**config.mk**
```make
export PLATFORM = sky130hd
export DESIGN_NAME = sram_arbiter
export DESIGN_NICKNAME = d
export VERILOG_FILES = /design/src/rtl/sram_arb_pkg.sv /design/src/rtl/sram_arbiter.sv
export SDC_FILE = /design/constraint.sdc
export NUM_CORES = 1
export LEC_CHECK = 0
export CAP_MARGIN = 20
export CORE_AREA = 2 2 65 67
export CTS_CLUSTER_DIAMETER = 200
export DETAILED_ROUTE_END_ITERATION = 10
export DIE_AREA = 0 0 67 69
export PLACE_DENSITY = 0.82
export SYNTH_ARGS = -nofsm -noshare
export SYNTH_HDL_FRONTEND = slang
export SYNTH_SLANG_ARGS = --single-unit
```
**constraint.sdc**
```tcl
create_clock -name clk -period 2.4 [get_ports clk]
set_input_delay 0.6 -clock clk [delete_from_list [all_inputs] [get_ports clk]]
set_output_delay 0.6 -clock clk [all_outputs]
set_load 0.005 [all_outputs]
```
**src/rtl/sram_arb_pkg.sv**
```systemverilog
// Shared types and defaults for the two-requester SRAM arbiter.
// Holds the arbiter state encoding, requester id type and width defaults.
package sram_arb_pkg;

    typedef enum logic [1:0] {
        IDLE,
        OWN0,
        OWN1
    } arb_state_t;

    typedef logic req_id_t;

    localparam int unsigned ADDR_W_DEF = 4;
    localparam int unsigned DATA_W_DEF = 8;
    localparam int unsigned CNT_W      = 4;

    function automatic arb_state_t own_state(input req_id_t id);
        return id ? OWN1 : OWN0;
    endfunction

endpackage

```
**src/rtl/sram_arbiter.sv**
```systemverilog
// Two-requester round-robin arbiter with bounded burst lock for a
// single-port SRAM (combinational read, synchronous write).
// Ports: clk, rst_n (async active-low); reqN_valid/ready/we/addr/wdata
// per requester; rspN_valid/rdata registered read returns;
// mem_we/mem_addr/mem_wdata drive the SRAM, mem_rdata comes back.
module sram_arbiter
    import sram_arb_pkg::*;
#(
    parameter int unsigned ADDR_W    = ADDR_W_DEF,
    parameter int unsigned DATA_W    = DATA_W_DEF,
    parameter int unsigned MAX_BURST = 4
) (
    input  logic              clk,
    input  logic              rst_n,
    input  logic              req0_valid,
    output logic              req0_ready,
    input  logic              req0_we,
    input  logic [ADDR_W-1:0] req0_addr,
    input  logic [DATA_W-1:0] req0_wdata,
    input  logic              req1_valid,
    output logic              req1_ready,
    input  logic              req1_we,
    input  logic [ADDR_W-1:0] req1_addr,
    input  logic [DATA_W-1:0] req1_wdata,
    output logic              rsp0_valid,
    output logic [DATA_W-1:0] rsp0_rdata,
    output logic              rsp1_valid,
    output logic [DATA_W-1:0] rsp1_rdata,
    output logic              mem_we,
    output logic [ADDR_W-1:0] mem_addr,
    output logic [DATA_W-1:0] mem_wdata,
    input  logic [DATA_W-1:0] mem_rdata
);

    arb_state_t        st_q, st_d;
    req_id_t           last_q, last_d;
    logic [CNT_W-1:0]  cnt_q, cnt_d;
    logic              rsp0_valid_q, rsp1_valid_q;
    logic [DATA_W-1:0] rsp0_rdata_q, rsp1_rdata_q;

    logic              win_vld;
    req_id_t           win_id;
    logic              win_we;
    logic [ADDR_W-1:0] win_addr;
    logic [DATA_W-1:0] win_wdata;
    logic              at_limit;

    assign at_limit = (cnt_q == CNT_W'(MAX_BURST));

    // Owner keeps the SRAM until its run hits the limit while the
    // other side waits; a solo requester is never forced off.
    always_comb begin
        win_vld = 1'b0;
        win_id  = last_q;
        case (st_q)
            OWN0: begin
                if (req0_valid && !(at_limit && req1_valid)) begin
                    win_vld = 1'b1;
                    win_id  = 1'b0;
                end else if (req1_valid) begin
                    win_vld = 1'b1;
                    win_id  = 1'b1;
                end else if (req0_valid) begin
                    win_vld = 1'b1;
                    win_id  = 1'b0;
                end
            end
            OWN1: begin
                if (req1_valid && !(at_limit && req0_valid)) begin
                    win_vld = 1'b1;
                    win_id  = 1'b1;
                end else if (req0_valid) begin
                    win_vld = 1'b1;
                    win_id  = 1'b0;
                end else if (req1_valid) begin
                    win_vld = 1'b1;
                    win_id  = 1'b1;
                end
            end
            default: begin
                if (req0_valid && req1_valid) begin
                    win_vld = 1'b1;
                    win_id  = ~last_q;
                end else if (req0_valid) begin
                    win_vld = 1'b1;
                    win_id  = 1'b0;
                end else if (req1_valid) begin
                    win_vld = 1'b1;
                    win_id  = 1'b1;
                end
            end
        endcase
        // Nothing is accepted while reset is held.
        if (!rst_n) begin
            win_vld = 1'b0;
        end
    end

    assign req0_ready = win_vld && (win_id == 1'b0);
    assign req1_ready = win_vld && (win_id == 1'b1);

    assign win_we    = win_id ? req1_we    : req0_we;
    assign win_addr  = win_id ? req1_addr  : req0_addr;
    assign win_wdata = win_id ? req1_wdata : req0_wdata;

    assign mem_we    = win_vld && win_we;
    assign mem_addr  = win_vld ? win_addr  : '0;
    assign mem_wdata = win_vld ? win_wdata : '0;

    always_comb begin
        st_d   = IDLE;
        last_d = last_q;
        cnt_d  = '0;
        if (win_vld) begin
            st_d   = own_state(win_id);
            last_d = win_id;
            if (st_q == own_state(win_id)) begin
                cnt_d = at_limit ? cnt_q : cnt_q + CNT_W'(1);
            end else begin
                cnt_d = CNT_W'(1);
            end
        end
    end

    always_ff @(posedge clk or negedge rst_n) begin
        if (!rst_n) begin
            st_q         <= IDLE;
            last_q       <= 1'b1;
            cnt_q        <= '0;
            rsp0_valid_q <= 1'b0;
            rsp1_valid_q <= 1'b0;
            rsp0_rdata_q <= '0;
            rsp1_rdata_q <= '0;
        end else begin
            st_q         <= st_d;
            last_q       <= last_d;
            cnt_q        <= cnt_d;
            rsp0_valid_q <= 1'b0;
            rsp1_valid_q <= 1'b0;
            if (win_vld && !win_we) begin
                if (win_id) begin
                    rsp1_valid_q <= 1'b1;
                    rsp1_rdata_q <= mem_rdata;
                end else begin
                    rsp0_valid_q <= 1'b1;
                    rsp0_rdata_q <= mem_rdata;
                end
            end
        end
    end

    assign rsp0_valid = rsp0_valid_q;
    assign rsp1_valid = rsp1_valid_q;
    assign rsp0_rdata = rsp0_rdata_q;
    assign rsp1_rdata = rsp1_rdata_q;

endmodule

```
# Yosys cells after proc, flatten, opt, wreduce, memory -nomap -nowiden
# Index checks and enable logic that the tools add are counted.
totals:
  input_bits: 38
  reg_bits: 25
classes:
  add_sub_neg: 1
  n_mux: 31
  bitwise_logic: 2
  n_eq_ne: 5
  n_reduce_logical: 14
op_table:
  columns: ["op", "n"]
  rows:
  - ["$mux W1", 20]
  - ["$mux W4", 5]
  - ["$mux W8", 2]
  - ["$logic_and A1 B1 Y1", 9]
  - ["$add A4 B1 Y4 const B", 1]
  - ["$eq A4 B3 Y1 const B", 1]
  - ["$mux W2", 2]
  - ["$pmux W1 S2", 2]
  - ["$reduce_and A2 Y1", 2]
  - ["$logic_not A1 Y1", 3]
  - ["$ne A3 B3 Y1 const B", 1]
  - ["$eq A2 B1 Y1 const B", 1]
  - ["$eq A2 B2 Y1", 1]
  - ["$eq A2 B2 Y1 const B", 1]
  - ["$not A1 Y1", 2]

# Logic depth before layout (Yosys ltp)
# Gate-level depths: netlist (run 1).
depth:
  ltp_word: 10
  depth_mapped: 7

# Worst setup path before layout (run 1)
# No wires, ideal clock.
synth_timing:
  kind: "flip-flop to output port"
  startpoint: "reg st_q[0]"
  endpoint: "out mem_addr[1]"
  n_path_buf: 1
  slack_ps: 23
  stages_incl_launch_ff: 8
  t_required_ps: 1800
  t_arrival_ps: 1777
  path_cell_list: "dfrtp_1 > inv_1 > ha_1 > nor3b_1 > mux2i_1 > a21oi_1 > buf_2 > a22o_1"
synth_via:
  elab_chain_cells: 4
  word_cells_on_any_way: 7
  classes_between: "eq/ne (2); mux (5)"
synth_lines:
  columns: ["item", "line", "text"]
  rows:
  - ["from (decl)", "sram_arbiter.sv:35", "arb_state_t st_q, st_d;"]
  - ["from (signal assigned)", "sram_arbiter.sv:135", "st_q <= st_d;"]
  - ["$eq A2 B2 Y1 / $eq A2 B1 Y1 (equally long branches)", "sram_arbiter.sv:55", "case (st_q)"]
  - ["$pmux W1 S2", "sram_arbiter.sv:55", null]
  - ["$mux W4 / $mux W1 (equally long branches)", "sram_arbiter.sv:103, sram_arbiter.sv:94", null]
  - ["$mux W4 (*)", "sram_arbiter.sv:107", "assign mem_addr = win_vld ? win_addr : '0;"]
  - ["to (decl)", "sram_arbiter.sv:30", "output logic [ADDR_W-1:0] mem_addr,"]
# Mark *: on every way between the ends. The rest lies on a longest branch, timed or not.

# Worst setup path after layout (run 1)
layout_timing:
  startpoint: "reg st_q[0]"
  endpoint: "out mem_addr[3]"
# The elaborated chain is that of the path after synthesis.

==> run metrics, run 1 <==
clk_lat worst skew=270 ps; number of remaining DRC errors=0; top cells by count, synth=24 x dfrtp_1, 12 x a22o_1, 9 x mux2_4, 6 x mux2_2, 5 x inv_1; Static Leak=~1.1 nW; final antenna-violating net count=0; NetSw=0.650 mW; top cell type's share of synthesized area=45.5%; Vias=1310; Avg Inst Size Synth=12.8 um^2; vias in the first global route=1455; MaxCap Viol Count=0; Diodes inserted=0; Comb pwr share=a little under three fifths; top-count cell post-synth=dfrtp_1; Slew HR=62.0%; WP data arrival=roughly 2100 ps; antenna violations before repair=0; RSZ-0062 raised after global routing=yes; FFs w/ async S/R, synth=100%; Post-Place Worst Slack=-734 ps; final hold vios=0; Horiz. Die Dim=67 um; Worst Path Class, Setup=reg2out; Sink Count=25; root buffer cell=clkbuf_8; gpl congestion=0.745; Layout area overhead=89.8%; top cell type by total area after synthesis=dfrtp_1; VDD IR-drop max=0.000351 V; PD cells=roughly 850 mW/mm^2; Inserted Clock Buffers=3; Internal=around 1.5 mW; clock share of power=12.1%; post-synthesis register bit count=25; post-route setup slack=-341 ps; H-tree depth=1; Port Buffers=70; WL/cell=15.0 um; Primary FF master, synth=dfrtp_1; TNS Setup=-4450 ps; GR Overflow Total=0; Mapped Cells=103; max-slew violation count=0; DRT Wirelength=3940 um; Worst Tran Pin Value=between 500 and 600 ps; first-pass GRT wire length=6490 um; Tot Pwr=2.13 mW; global-route usage over all layers=18.0%; synth warn=0; status=finished, violations left; TritonCTS clock tree=built; share of cells above drive strength 1=45.1%; worst hold path class=reg2reg; Cell variety after synth=34; Setup-failing EPs final=15; Hold WS=506 ps; number of flops mapped to enable cells by yosys=0; Final min period=2740 ps; row count=23; CP max FO=7; drt via density=around 5; hpwl dp=2770 um; clock transition at the registers of the reported paths=90 ps; DR pass1 iterations=4; Syn Nets=145; largest cells by area after synthesis=dfrtp_1 45%, mux2_4 10%, a22o_1 8.0%; post-synthesis cell area=0.00132 mm^2; Clock Skew=2.21 ps; critical path capture point type=output port; Die H=~69 um; initial DRC count=27; register area share after synthesis=a little under half; Starting Density=33.7%; Setup crit start kind=flop; nets@finish=between 200 and 300; Reg power frac=a little under a third; Critical Path RT=roughly 1800 ps; fmax=365 MHz; core region area=slightly below 0.004 mm^2; io pins=71; crit share post-route=114%; pin count of the biggest net entering global routing=26; Clock Tree Buf Depth=2; Sw Share=roughly 30%; die area=0.00462 mm^2; failing checks=negative setup slack
[layer usage]
metal	track usage (%)	vias up	wire length, um
li1	-	609	-
met1	20.8	637	1570
met2	32.2	56	2120
met3	2.12	8	180
met4	7.94	0	68
met5	0	-	0
[placed cells by master (no fill, tap or decap), types with 2 or more instances in the layout]
cell | netlist | layout
clkdlybuf4s50_1 | 0 | 53
buf_4 | 0 | 29
dfrtp_1 | 24 | 23
buf_2 | 2 | 13
a22o_1 | 12 | 12
buf_6 | 0 | 10
mux2_4 | 9 | 9
mux2_2 | 6 | 6
inv_2 | 1 | 5
nand3_1 | 4 | 4
nor2_1 | 3 | 3
ha_4 | 0 | 3
clkbuf_8 | 0 | 3
o21ai_4 | 1 | 2
nor3b_4 | 0 | 2
a21oi_2 | 0 | 2
mux2_1 | 2 | 2
a21oi_1 | 4 | 2
a211oi_1 | 3 | 2
nor3_1 | 2 | 2
dlygate4sd2_1 | 0 | 2
[state kept, by name (all words and copies together), names as in the netlist]
register,count
rsp0_rdata,8
rsp1_rdata,8
last_q,1
st_q,2
rsp1_valid,1
rsp0_valid,1
cnt_q,4
[cell type report]
class / count / area [um^2]
Fill cell: 305 / 1410
Sequential cell: 25 / 628
Inverter: 6 / 22.5
Clock buffer: 3 / 41.3
Clock inverter: 1 / 7.51
Timing Repair Buffer: 108 / 963
Tap cell: 50 / 62.6
Multi-Input combinational cell: 70 / 779
[path summary, 6_finish.rpt]
| check | endpoint | startpoint | slack [ps] | cells after the start |
|---|---|---|---|---|
| setup / recovery | mem_addr[3] | st_q[0]$_DFF_PN0_ | -340 | 10 |
| hold / removal | rsp1_rdata[2]$_DFFE_PN0P_ | rsp1_rdata[2]$_DFFE_PN0P_ | 510 | 1 |
| setup reg to reg | rsp0_rdata[3]$_DFFE_PN0P_ | st_q[1]$_DFF_PN0_ | 100 | 11 |
| hold reg to reg | rsp1_rdata[2]$_DFFE_PN0P_ | rsp1_rdata[2]$_DFFE_PN0P_ | 510 | 1 |
| max in group asynchronous | last_q$_DFFE_PN1P_ | rst_n | 1270 | 2 |
| min in group asynchronous | cnt_q[2]$_DFFE_PN0P_ | rst_n | 840 | 2 |
[power groups by stage]
stage	Combinational, mW	Clock, mW	Sequential [mW]
floorplan	0.388	0	0.676
global placement	0.991	0	0.667
detailed placement	1.01	0	0.671
CTS	1.17	0.264	0.671
global route	1.27	0.282	0.693
finish	1.20	0.258	0.673
[metrics by stage]
stage | util [%] | area (um^2) | std cells
2_1_floorplan | - | 1320 | 103
3_3_place_gp | 57.6 | 2260 | 242
3_5_place_dp | 57.6 | 2260 | 242
4_1_cts | 63.2 | 2470 | 262
5_1_grt | 64.0 | 2500 | 263
6_report | 64.0 | 2500 | 263
[repair_timing]
| action | CTS | global route |
|---|---|---|
| hold buffers | 0 | 0 |
| pin swaps | 20 | 8 |
| gates cloned | 1 | 0 |
| setup endpoints to repair | 15 | 15 |
| gates resized for setup | 87 | 14 |
| buffers inserted | 15 | 5 |
[critical path: stages (launching register included)]
cell and delay [ps]:
dfrtp_1 400, inv_2 90, ha_4 230, buf_6 120
a21boi_4 170, o32a_1 200, a21oi_2 80, buf_6 140
buf_6 120, a22o_1 180, buf_2 130
[cells by family after synthesis]
group	Yosys count	share of synthesized area (%)
AO/OA/AOI/OAI	29	18.2
XOR/XNOR	1	0.664
adder cells (fa/ha/maj)	4	3.79
buffers and inverters	8	2.46
flip-flops	25	47.5
multiplexers	18	17.8
AND/OR/NAND/NOR	18	9.57
Power figures use the tool's default switching activity.
==> run 2, diff against run 1 <==
--- a/config.mk
+++ b/config.mk
@@ -11,6 +11,7 @@
 export DETAILED_ROUTE_END_ITERATION = 10
 export DIE_AREA = 0 0 67 69
 export PLACE_DENSITY = 0.82
+export SETUP_SLACK_MARGIN = 0.15
 export SYNTH_ARGS = -nofsm -noshare
 export SYNTH_HDL_FRONTEND = slang
 export SYNTH_SLANG_ARGS = --single-unit
==> run 2 against run 1 <==
Net effect:
- the flow still finishes with violations (negative setup slack)
- flip-flop and latch count is the same
- via count up 3.6%
- clock power down 2%
- highest routed layer unchanged
==> run metrics, run 2 (synthesized netlist as in run 1, its figures left out) <==
Clock Tree Buf Depth=2; Port Buffers=70; Final min period=2730 ps; Reg power frac=30.3%; max-slew violation count=0; Worst Path Class, Setup=reg2out; Internal=1.54 mW; vias in the first global route=around 1500; CP max FO=5; RSZ-0062 raised after global routing=yes; antenna violations before repair=0; pin count of the biggest net entering global routing=26; RR Startpoint=st_q[0]$_DFF_PN0_; DR pass1 iterations=4; Static Leak=1.21 nW; WP data arrival=2130 ps; Reg-to-Reg End=rsp0_rdata[6]$_DFFE_PN0P_; VDD IR-drop max=0.000479 V; Setup crit start kind=flop; Slew HR=71.7%; Diodes inserted=0; clock transition at the registers of the reported paths=approximately 90 ps; Die H=69 um; WL/cell=15.9 um; reg2reg setup slack=90 ps; clk_lat worst skew=roughly 270 ps; worst hold path class=reg2reg; Horiz. Die Dim=67 um; Sw Share=about 31%; worst hold start=rsp1_rdata[3]$_DFFE_PN0P_; final instance area=about 0.0026 mm^2; H-tree depth=1; failing checks=negative setup slack; commonest non-fill, non-tap cells in the layout=53 x clkdlybuf4s50_1, 32 x buf_4, 24 x dfrtp_1, 18 x buf_6, 13 x buf_2; MaxCap Viol Count=0; io pins=just over 70; CP dominant cell by count=buf_6; commonest non-fill, non-tap cell in the layout=clkdlybuf4s50_1; Layout area overhead=99.5%; NetSw=0.693 mW; hpwl dp=3210 um; nets@finish=around 270; Worst Tran Pin Value=423 ps; final hold vios=0; GR Overflow Total=0; Inserted Clock Buffers=3; Vias=1357; core region area=slightly below 0.004 mm^2; global-route usage over all layers=20.2%; Hold-fix buffers, CTS=0; die area=0.00462 mm^2; clock share of power=approximately 11%; Hold Crit Depth=1; Comb pwr share=58.3%; status=finished, violations left; Starting Density=33.7%; Worst path max stage delay=440 ps; placed standard-cell area=0.00234 mm^2; PD cells=approximately 850 mW/mm^2; first-pass GRT wire length=7170 um; Setup-failing EPs final=15; initial DRC count=62; Sink Count=25; gpl congestion=0.768; Final Util=67.3%; Clock Skew=6.81 ps; hold endpoint=rsp1_rdata[3]$_DFFE_PN0P_; critical path capture point type=output port; DRT Wirelength=around 4400 um; fmax=367 MHz; row count=23; drt via density=4.95; number of remaining DRC errors=0; Critical Path RT=1800 ps; crit-path cells=inv_2 > ha_4 > nor3b_4 > mux2_4 > nor3_4 > buf_6 > buf_6 > a22o_1 > buf_2; root buffer cell=clkbuf_8; Slowest-stage cell, CP=dfrtp_1; crit share post-route=114%; post-route setup slack=-327 ps; R2R depth=10; TritonCTS clock tree=built; share of cells above drive strength 1=49.1%; final antenna-violating net count=0
[run 2: cell count changes in the layout (fill, tap and decap cells not counted), moves of 2 or more]
cell,change
buf_4,+3
a211oi_1,-2
nand3_1,-2
nand3_2,+2
a211oi_2,+2
buf_6,+8
[run 2: power groups by stage]
stage	Clock, mW	Sequential [mW]	Combinational, mW
final	0.254	0.679	1.31
after global routing	0.275	0.697	1.40
after CTS	0.254	0.678	1.26
after detailed placement	0	0.683	1.10
after global placement	0	0.665	1.06
after floorplan	0	0.679	0.438
[run 2: repair_timing]
item / in CTS / in global routing
setup endpoints to repair: 15 / 35
hold endpoints to repair: 0 / 0
setup buffers: 20 / 2
pin swaps: 20 / 7
gates resized for setup: 90 / 11
[run 2: final cells by class]
cell class	count	area, um^2
fill	286	1280
timing repair buffer	119	1080
sequential	25	627
inverter	6	22.5
clock buffer	3	41.3
clock inverter	1	7.51
multi-input combinational	70	797
tap	50	62.6
[run 2: per-layer routing]
layer / GRT usage, % / up-vias / share of wire, %
met5: 0 / - / 0
met4: 5.67 / 0 / 2.4
met3: 3.75 / 10 / 4.8
met2: 39.1 / 62 / 57
met1: 21.1 / 651 / 36
li1: - / 634 / -
[run 2: worst max-delay path, delay by kind of cell, from the launching register on]
| family | cells | cell delay [ps] |
|---|---|---|
| fa+ha+maj | 1 | 260 |
| buf+inv | 4 | 440 |
| mux | 1 | 210 |
| simple gates | 2 | 300 |
| compound gates | 1 | 200 |
| flops | 1 | 440 |
[run 2: metrics by stage]
step           hold WS (ps)  std cells  worst slack, ps  total power, mW  setup TNS [ps]
4_1_cts                 523        272             -307             2.19           -3720
2_1_floorplan           304        103              151             1.12               0
3_3_place_gp            467        248             -712             1.72          -10360
6_report                521        274             -327             2.24           -4180
5_1_grt                 541        274             -419             2.37           -5510
3_5_place_dp            497        248             -724             1.78          -11070
[run 2: worst max-delay path by stage]
stage / slack, ps / start / endpoint / cells past startpoint
after floorplan: 150 / st_q[0]$_DFF_PN0_ / mem_addr[2] / 7
after global placement: -710 / req0_valid / mem_wdata[2] / 7
after detailed placement: -720 / req0_valid / mem_wdata[2] / 7
after CTS: -310 / st_q[0]$_DFF_PN0_ / mem_wdata[1] / 9
after global routing: -420 / st_q[0]$_DFF_PN0_ / mem_addr[2] / 9
final: -330 / st_q[0]$_DFF_PN0_ / mem_wdata[6] / 9
